<file path="src/rtl/instr_encoder_pkg.sv">
// Shared ISA definitions: opcodes, instruction formats and field positions,
// used by the instruction encoder and the control decoder.
package instr_encoder_pkg;

  localparam logic [4:0] OP_RTYPE = 5'b00000;
  localparam logic [4:0] OP_J     = 5'b00001;
  localparam logic [4:0] OP_BNE   = 5'b00010;
  localparam logic [4:0] OP_JAL   = 5'b00011;
  localparam logic [4:0] OP_JR    = 5'b00100;
  localparam logic [4:0] OP_ADDI  = 5'b00101;
  localparam logic [4:0] OP_BLT   = 5'b00110;
  localparam logic [4:0] OP_SW    = 5'b00111;
  localparam logic [4:0] OP_LW    = 5'b01000;
  localparam logic [4:0] OP_SETX  = 5'b10101;
  localparam logic [4:0] OP_BEX   = 5'b10110;

  localparam int unsigned OP_LSB    = 27;
  localparam int unsigned RD_LSB    = 22;
  localparam int unsigned RS_LSB    = 17;
  localparam int unsigned RT_LSB    = 12;
  localparam int unsigned SHAMT_LSB = 7;
  localparam int unsigned ALUOP_LSB = 2;
  localparam int unsigned IMM_W     = 17;
  localparam int unsigned TGT_W     = 27;

  typedef enum logic [2:0] {
    FMT_R,
    FMT_I,
    FMT_JI,
    FMT_JII,
    FMT_ILLEGAL
  } fmt_e;

  function automatic fmt_e decode_fmt(input logic [4:0] op);
    fmt_e f;
    case (op)
      OP_RTYPE:                               f = FMT_R;
      OP_ADDI, OP_SW, OP_LW, OP_BNE, OP_BLT:  f = FMT_I;
      OP_J, OP_JAL, OP_SETX, OP_BEX:          f = FMT_JI;
      OP_JR:                                  f = FMT_JII;
      default:                                f = FMT_ILLEGAL;
    endcase
    return f;
  endfunction

endpackage

</file>
<file path="src/rtl/instr_encoder_pack.sv">
// Combinational packer: instruction fields to a 32-bit word plus legal flag.
module instr_pack
  import instr_encoder_pkg::*;
(
  input  logic [4:0]  i_opcode,
  input  logic [4:0]  i_rd,
  input  logic [4:0]  i_rs,
  input  logic [4:0]  i_rt,
  input  logic [4:0]  i_shamt,
  input  logic [4:0]  i_aluop,
  input  logic [16:0] i_imm,
  input  logic [26:0] i_target,
  output logic [31:0] o_word,
  output logic        o_legal
);

  fmt_e w_fmt;

  assign w_fmt = decode_fmt(i_opcode);

  always_comb begin
    o_word  = '0;
    o_legal = 1'b1;
    case (w_fmt)
      FMT_R: begin
        o_word[OP_LSB +: 5]    = i_opcode;
        o_word[RD_LSB +: 5]    = i_rd;
        o_word[RS_LSB +: 5]    = i_rs;
        o_word[RT_LSB +: 5]    = i_rt;
        o_word[SHAMT_LSB +: 5] = i_shamt;
        o_word[ALUOP_LSB +: 5] = i_aluop;
      end
      FMT_I: begin
        o_word[OP_LSB +: 5]    = i_opcode;
        o_word[RD_LSB +: 5]    = i_rd;
        o_word[RS_LSB +: 5]    = i_rs;
        o_word[IMM_W-1:0]      = i_imm;
      end
      FMT_JI: begin
        o_word[OP_LSB +: 5]    = i_opcode;
        o_word[TGT_W-1:0]      = i_target;
      end
      FMT_JII: begin
        o_word[OP_LSB +: 5]    = i_opcode;
        o_word[RD_LSB +: 5]    = i_rd;
      end
      default: o_legal = 1'b0;
    endcase
  end

endmodule

</file>
<file path="src/rtl/instr_encoder.sv">
// Instruction encoder: accepts decoded fields, packs them and writes the word
// into instruction memory at an auto-incrementing, loadable pointer.
module instr_encoder
  import instr_encoder_pkg::*;
#(
  parameter int unsigned IMEM_DEPTH = 4096,
  parameter int unsigned AW         = 12
) (
  input  logic          clock,
  input  logic          reset_n,
  input  logic          in_valid,
  output logic          in_ready,
  input  logic [4:0]    in_opcode,
  input  logic [4:0]    in_rd,
  input  logic [4:0]    in_rs,
  input  logic [4:0]    in_rt,
  input  logic [4:0]    in_shamt,
  input  logic [4:0]    in_aluop,
  input  logic [16:0]   in_imm,
  input  logic [26:0]   in_target,
  input  logic          load_addr,
  input  logic [AW-1:0] load_value,
  output logic          imem_we,
  output logic [AW-1:0] imem_addr,
  output logic [31:0]   imem_data,
  output logic          full,
  output logic          err_illegal,
  output logic [AW:0]   count
);

  localparam logic [1:0] S_IDLE  = 2'd0;
  localparam logic [1:0] S_WRITE = 2'd1;
  localparam logic [1:0] S_FULL  = 2'd2;

  localparam logic [AW-1:0] LAST_ADDR = AW'(IMEM_DEPTH - 1);
  localparam logic [AW:0]   MAX_COUNT = (AW+1)'(IMEM_DEPTH);

  logic [1:0]    r_state;
  logic [AW-1:0] r_ptr;
  logic [AW-1:0] r_addr;
  logic [31:0]   r_data;
  logic          r_we;
  logic          r_err;
  logic [AW:0]   r_count;

  logic [31:0]   w_word;
  logic          w_legal;
  logic          w_xfer;

  instr_pack u_pack (
    .i_opcode (in_opcode),
    .i_rd     (in_rd),
    .i_rs     (in_rs),
    .i_rt     (in_rt),
    .i_shamt  (in_shamt),
    .i_aluop  (in_aluop),
    .i_imm    (in_imm),
    .i_target (in_target),
    .o_word   (w_word),
    .o_legal  (w_legal)
  );

  assign in_ready = reset_n && (r_state == S_IDLE) && !load_addr;
  assign w_xfer   = in_valid && in_ready;

  // Gating with reset_n drops a pending write in the cycle reset is applied.
  assign imem_we     = r_we && reset_n;
  assign imem_addr   = r_addr;
  assign imem_data   = r_data;
  assign full        = (r_state == S_FULL);
  assign err_illegal = r_err;
  assign count       = r_count;

  always_ff @(posedge clock) begin
    if (!reset_n) begin
      r_state <= S_IDLE;
      r_ptr   <= '0;
      r_addr  <= '0;
      r_data  <= '0;
      r_we    <= 1'b0;
      r_err   <= 1'b0;
      r_count <= '0;
    end else begin
      r_we  <= 1'b0;
      r_err <= 1'b0;
      case (r_state)
        S_IDLE: begin
          if (load_addr) begin
            r_ptr <= load_value;
          end else if (w_xfer) begin
            if (w_legal) begin
              r_we    <= 1'b1;
              r_addr  <= r_ptr;
              r_data  <= w_word;
              r_state <= S_WRITE;
            end else begin
              r_err <= 1'b1;
            end
          end
        end
        // Pointer and count advance once the write cycle has completed.
        S_WRITE: begin
          r_ptr <= r_ptr + AW'(1);
          if (r_count != MAX_COUNT) r_count <= r_count + (AW+1)'(1);
          r_state <= (r_addr == LAST_ADDR) ? S_FULL : S_IDLE;
        end
        S_FULL: begin
          if (load_addr) begin
            r_ptr   <= load_value;
            r_state <= S_IDLE;
          end
        end
        default: r_state <= S_IDLE;
      endcase
    end
  end

endmodule
</file>
<file path="config.mk">
export PLATFORM = sky130hd
export DESIGN_NAME = instr_encoder
export DESIGN_NICKNAME = d
export VERILOG_FILES = /design/src/rtl/instr_encoder_pkg.sv /design/src/rtl/instr_encoder_pack.sv /design/src/rtl/instr_encoder.sv
export SDC_FILE = /design/constraint.sdc
export NUM_CORES = 1
export LEC_CHECK = 0
export CAP_MARGIN = 20
export CORE_MARGIN = 1
export CORE_UTILIZATION = 38
export CTS_CLUSTER_DIAMETER = 40
export CTS_CLUSTER_SIZE = 28
export DETAILED_ROUTE_END_ITERATION = 10
export HOLD_SLACK_MARGIN = 0.02
export PLACE_DENSITY = 0.74
export REMOVE_ABC_BUFFERS = 1
export SYNTH_ARGS = -nofsm -noshare
export SYNTH_HDL_FRONTEND = slang
export SYNTH_SLANG_ARGS = --single-unit
</file>
<file path="constraint.sdc">
create_clock -name clock -period 1.7 [get_ports clock]
set_input_delay 0.34 -clock clock [delete_from_list [all_inputs] [get_ports clock]]
set_output_delay 0.34 -clock clock [all_outputs]
set_load 0.05 [all_outputs]
</file>
# Yosys cells after proc, flatten, opt, wreduce, memory -nomap -nowiden
# Memory sizes are Yosys's and may differ from the RTL's.
# Cells that the tools add are included.
# classes
n_bitwise	4
muxes	14
n_addsub	2
eq_ne	12
n_reduce_logical	16
# ops
cell	count
one-hot mux 20 bit (3 select lines)	1
one-hot mux 12 bit (2 select lines)	1
one-hot mux 10 bit (2 select lines)	1
adder 13 x 1 -> 13 bit (second input constant)	1
inequality test 13 bit (second input constant)	1
adder 12 x 1 -> 12 bit (second input constant)	1
== test 12 bit (second input constant)	1
2-to-1 mux 12 bit	1
2-to-1 mux 2 bit	5
AND reduction 4 bit	2
OR reduction 4 bit	2
== test 3 x 2 -> 1 bit (second input constant)	2
inequality test 2 bit (second input constant)	3
one-hot mux 2 bit (3 select lines)	1
logical AND 1 bit	4
inequality test 2 x 1 -> 1 bit (second input constant)	2
NOT 1 bit	4
one-hot mux 2 bit (2 select lines)	1
AND reduction 2 bit	2
== test 3 x 1 -> 1 bit (second input constant)	1
logical NOT 3 bit	1
2-to-1 mux 1 bit	3
OR reduction 3 bit	1
== test 2 x 1 -> 1 bit (second input constant)	1
other kinds (5)	5
# word_totals
rom_bits	96
elab_cells	56
input_bits	90
reg_bits	73
output_inout_bits	61
mem_count	1
# memory_table
memory	words	word_bits	read_ports	rd_ports_with_merged_regs	write_ports	line_no	rtl
(no name shown)	32	3	1	0	0	instr_encoder_pkg.sv:36	case (op)

# Longest topological paths before layout
# An unclocked memory read counts as a cell.
# depth
depth_word	8
depth_mapped	10
depth_no_buf	8

# Modules after synthesis
# From an unflattened synthesis, not the netlist that was laid out.
# hier_totals
cells_unflattened	475
area_unflattened_um2	3938.8
# by_module_without_submodules
module	cells_each	n_inst	seq_area_each_um2	area_each_um2
instr_encoder	372	1	1461.4	3223.1
instr_pack	103	1	0.0	715.7

# Worst setup path before layout
# OpenSTA, ideal clock, no wires.
# synth_timing
path_kind	reg-to-reg
start	reg r_state[1]
end	reg r_data[0], in the netlist imem_data[0]
setup_slack_ns	-0.253
period_less_slack_ns	1.953
arrival_time_ns	1.831
n_path_buf	1
setup_time_ns	0.123
path_stages_with_launch	7
required_ns	1.577
cell_sequence	dfxtp_1 > nor4b_4 > and2_4 > o21ai_2 > buf_2 > a221oi_1 > nor2_1
# synth_between
elab_chain_cells	5
# synth_lines
element	line_no	rtl
start: declaration	instr_encoder.sv:38	logic [1:0] r_state;
start signal: assignment	instr_encoder.sv:105	r_state <= (r_addr == LAST_ADDR) ? S_FULL : S_IDLE;
logical NOT 2 bit	instr_encoder.sv:63	assign in_ready = reset_n && (r_state == S_IDLE) && !load_addr;
logical AND 1 bit (2 in series)	instr_encoder.sv:63	
via in_ready	instr_encoder.sv:12	output logic in_ready,
logical AND 1 bit	instr_encoder.sv:64	assign w_xfer = in_valid && in_ready;
AND reduction 4 bit (no source line)	n/a	
end signal: assignment	instr_encoder.sv:94	r_data <= w_word;
end: declaration	instr_encoder.sv:41	logic [31:0] r_data;
# The timed path passes the listed nets, and every way through them passes these cells.
# A chain may end at the register's enable or synchronous reset.

# Worst setup path in the final report
# layout_timing
start	in in_opcode[1]
end	reg r_data[10], in the netlist imem_data[10]
# layout_between
elab_chain_cells	5
word_cells_on_any_way	9
classes_between	3 x eq/ne; 2 x mux; 3 x reduce/logical; 1 x memory
# layout_lines
element	line_no	rtl
start: declaration	instr_encoder.sv:13	input logic [4:0] in_opcode,
memory (32 x 3 bit) (*)	n/a	
== test 3 x 1 -> 1 bit (tied with other cells)	instr_encoder_pack.sv:24	case (w_fmt)
OR reduction 4 bit (no source line)	n/a	
2-to-1 mux 1 bit	instr_encoder_pack.sv:24	
AND reduction 4 bit (no source line)	n/a	
# Every way passes the cells marked *; elsewhere a longest branch is shown, timed or not.

==> impl_metrics.sql <==
INSERT INTO impl_metrics (metric_group, metric, value, unit) VALUES
('finish', 'multiInputGateArea', '1990', 'um^2'),
('clock_network', 'tritoncts.num_buffers', '9', ''),
('grt', 'globalRoute.totalOverflow', '0', ''),
('yosys', 'synth-warning-count', '0', ''),
('yosys', 'synth_top_area_cell', 'sky130_fd_sc_hd__dfxtp_1', ''),
('route', 'routed_via_density', '5.42', ''),
('grt', 'grt_start_max_net_pins', '40', ''),
('finish', 'layout-drive-gt1-share', '0.288', ''),
('setup_path', 'path_class', 'input port to flip-flop', ''),
('timing', 'rsz_0062_raised_after_global_routing', 'true', ''),
('setup_path', 'timing.critical_path.arrival', '1.93', 'ns'),
('route', 'wl_per_instance', '16.6', 'um'),
('timing', 'relSlewSlack', '0.616', ''),
('yosys', 'synth.area.top_cells', 'sky130_fd_sc_hd__dfxtp_1 42%, sky130_fd_sc_hd__nand2_1 5.2%, sky130_fd_sc_hd__a222oi_1 4.3%', ''),
('timing', 'postLayoutSetupSlackWorst', '-0.0108', 'ns'),
('route', 'antenna_violating_nets_post_route', '0', ''),
('hold_path', 'hold_start', 'imem_data[28]', ''),
('setup_path', 'endpoint_kind', 'flip-flop', ''),
('timing', 'finalCriticalPeriod', '1.71', 'ns'),
('yosys', 'synth-compound-area-share', '0.245', ''),
('yosys', 'synth_xor_area_frac', '0.0354', ''),
('placement', 'post-place-cells', '657', ''),
('finish', 'fillCellCount', '719', ''),
('clock_network', 'cts.htree.levels', '3', ''),
('yosys', 'synth_top_family_by_area', 'compound AO/OA/AOI/OAI gates', ''),
('pwr', 'pwr_density_cell', '697', 'nW/um^2'),
('yosys', 'synth.area.mux_share', '0.0231', ''),
('timing', 'finalHoldViolCount', '0', ''),
('timing', 'worst-slew-pin-transition', '0.576', 'ns'),
('setup_path', 'setup.worst_path.start_class', 'input port', ''),
('placement', 'port-buffer-count', '150', ''),
('timing', 'fin_worst_skew', '0.00701', 'ns'),
('yosys', 'synth.distinct_cells', '54', ''),
('placement', 'gp_congestion', '0.856', ''),
('status', 'run_status', 'finished with violations', ''),
('yosys', 'seq_area_frac_synth', '0.422', ''),
('grt', 'grt_first_pass_wirelength', '17900', 'um'),
('clock_network', 'cts_tree', 'done', ''),
('route', 'remaining_drc_errors', '0', ''),
('job', 'maxCapViolations', '0', ''),
('timing', 'setup_viol', '1', ''),
('floorplanning', 'design.portCount', '151', ''),
('timing', 'finalCritPeriodShare', '1.01', ''),
('finish', 'sequential_cell_area', '1460', 'um^2'),
('timing', 'final_max_slew_viol_count', '0', ''),
('setup_path', 'worst-path-max-fanout', '5', ''),
('finish', 'final-instance-count-excl-fill', '681', ''),
('floorplanning', 'initial_utilization', '0.395', ''),
('clock_network', 'clkSlewWorstSetupHoldPaths', '0.07', 'ns'),
('yosys', 'synth.cell_area', '3460', 'um^2'),
('grt', 'vias_in_the_first_global_route', '3710', ''),
('setup_path', 'critPathRequiredTime', '1.92', 'ns'),
('clock_network', 'cts-root-buf', 'sky130_fd_sc_hd__clkbuf_8', ''),
('setup_path', 'worstReg2RegStart', 'r_state[0]', ''),
('clock_network', 'clock-sinks', '73', ''),
('finish', 'most-common-layout-cells', '95 x sky130_fd_sc_hd__buf_4, 82 x sky130_fd_sc_hd__clkdlybuf4s50_1, 72 x sky130_fd_sc_hd__dfxtp_1', ''),
('floorplanning', 'die_height', '97.4', 'um'),
('pwr', 'design_power_total', '3960', 'uW'),
('grt', 'initial_antenna_violation_count', '0', ''),
('grt', 'grtUsageTotal', '0.235', ''),
('placement', 'pre_cts_slack', '-0.670', 'ns'),
('yosys', 'syn-instance-count', '382', ''),
('route', 'route.vias.total', '3690', ''),
('route', 'drt_initial_violations', '165', ''),
('yosys', 'syn_avg_cell_area', '9.06', 'um^2'),
('yosys', 'yosys.area_share.simple', '0.201', ''),
('route', 'wl', '11300', 'um'),
('clock_network', 'clk_path_buf_depth', '2', ''),
('clock_network', 'post_cts_hold_buffer_count', '0', ''),
('status', 'violations', 'setup timing', ''),
('clock_network', 'clock_insertion_delay_worst_skew', '0.35', 'ns');
[Yosys cell counts (all sizes together)]
cell type and n:
mux2i 8, nor2b 4, and3 2, xor2 12, o32ai 1, ha 5, nand4 8, a311oi 4
nand3 12, buf 17, a211oi 3, and4 3, inv 7, nand2 48, o221ai 1, and2 2
o311a 1, nor4 2, clkinv 1, a2bb2oi 1, or2 1, a221oi 3, nor3b 4, a32oi 1
o2bb2ai 15, a21oi 38, nor3 2, nor4b 3, a22oi 1, or3 1, nor2 34, nand2b 3
clkbuf 8, o21ai 20, dfxtp 73, nand3b 1, xnor2 2, o211ai 1, a222oi 15, o31ai 1
o311ai 1, a31oi 7, or3b 5
[path summary, 6_finish.rpt]
check | cells past startpoint | slack [ns] | endpoint
max | 8 | -0.01 | imem_data[10]
min reg2reg | 2 | 0.46 | imem_data[28]
min | 2 | 0.46 | imem_data[28]
max reg2reg | 5 | 0.10 | r_state[1]
[metal layers]
| layer | vias to the layer above | GRT usage | wire, um |
|---|---|---|---|
| met2 | 151 | 0.420 | 5750 |
| met5 | - | 0 | 0 |
| met3 | 14 | 0.0676 | 868 |
| met4 | 0 | 0.0814 | 177 |
| li1 | 1796 | - | - |
| met1 | 1729 | 0.266 | 4530 |
[stage by stage]
stage          hold slack (ns)   util  area [um^2]
6_report                 0.462  0.648         5680
5_1_grt                  0.485  0.648         5680
4_1_cts                  0.461  0.632         5540
3_5_place_dp             0.451  0.595         5220
3_3_place_gp             0.441  0.595         5220
2_1_floorplan            0.445      -         3300
[area by class of cell]
type | instances | area share
multi-input cells | 278 | 0.350
repair buffers | 198 | 0.326
flip-flops and latches | 73 | 0.257
clock buffers | 14 | 0.0304
well taps | 108 | 0.0238
clock inverters | 2 | 0.00617
inverters | 8 | 0.00617
[state kept, by name (all words and copies together) (netlist names)]
| signal | flops |
|---|---|
| imem_addr | 12 |
| count | 13 |
| imem_data | 32 |
| r_ptr | 12 |
| err_illegal | 1 |
| r_state | 2 |
| r_we | 1 |
[kinds of logic (layout without fill, tap and decap cells)]
kind of cell / after synthesis / count (layout)
AO/OA/AOI/OAI: 114 / 116
adder cells (fa/ha/maj): 5 / 5
buffers and inverters: 33 / 222
multiplexers: 8 / 8
XOR/XNOR: 14 / 14
flip-flops: 73 / 73
AND/OR/NAND/NOR: 135 / 135
[worst max-delay path: stages]
cell                            delay [ns]
sky130_fd_sc_hd__dlygate4sd2_1        0.23
sky130_fd_sc_hd__inv_1                0.08
sky130_fd_sc_hd__ha_4                 0.17
sky130_fd_sc_hd__buf_4                0.15
sky130_fd_sc_hd__mux2i_4              0.21
sky130_fd_sc_hd__o311a_4              0.20
sky130_fd_sc_hd__a222oi_1             0.41
sky130_fd_sc_hd__o2bb2ai_1            0.14
[repair_timing]
item	CTS	global route
gates resized for setup	21	25
gates cloned	3	0
setup buffers	2	3
pin swaps	8	14
setup endpoints to repair	45	49
hold endpoints to repair	0	0
[power by group]
part | leakage, uW | switching (uW) | internal [uW]
Combinational | 0.00153 | 343 | 397
Sequential | 0.000592 | 40.2 | 1750
Clock | 0.000107 | 630 | 798
Total | 0.00223 | 1010 | 2950
(Power assumes the default switching activity.)
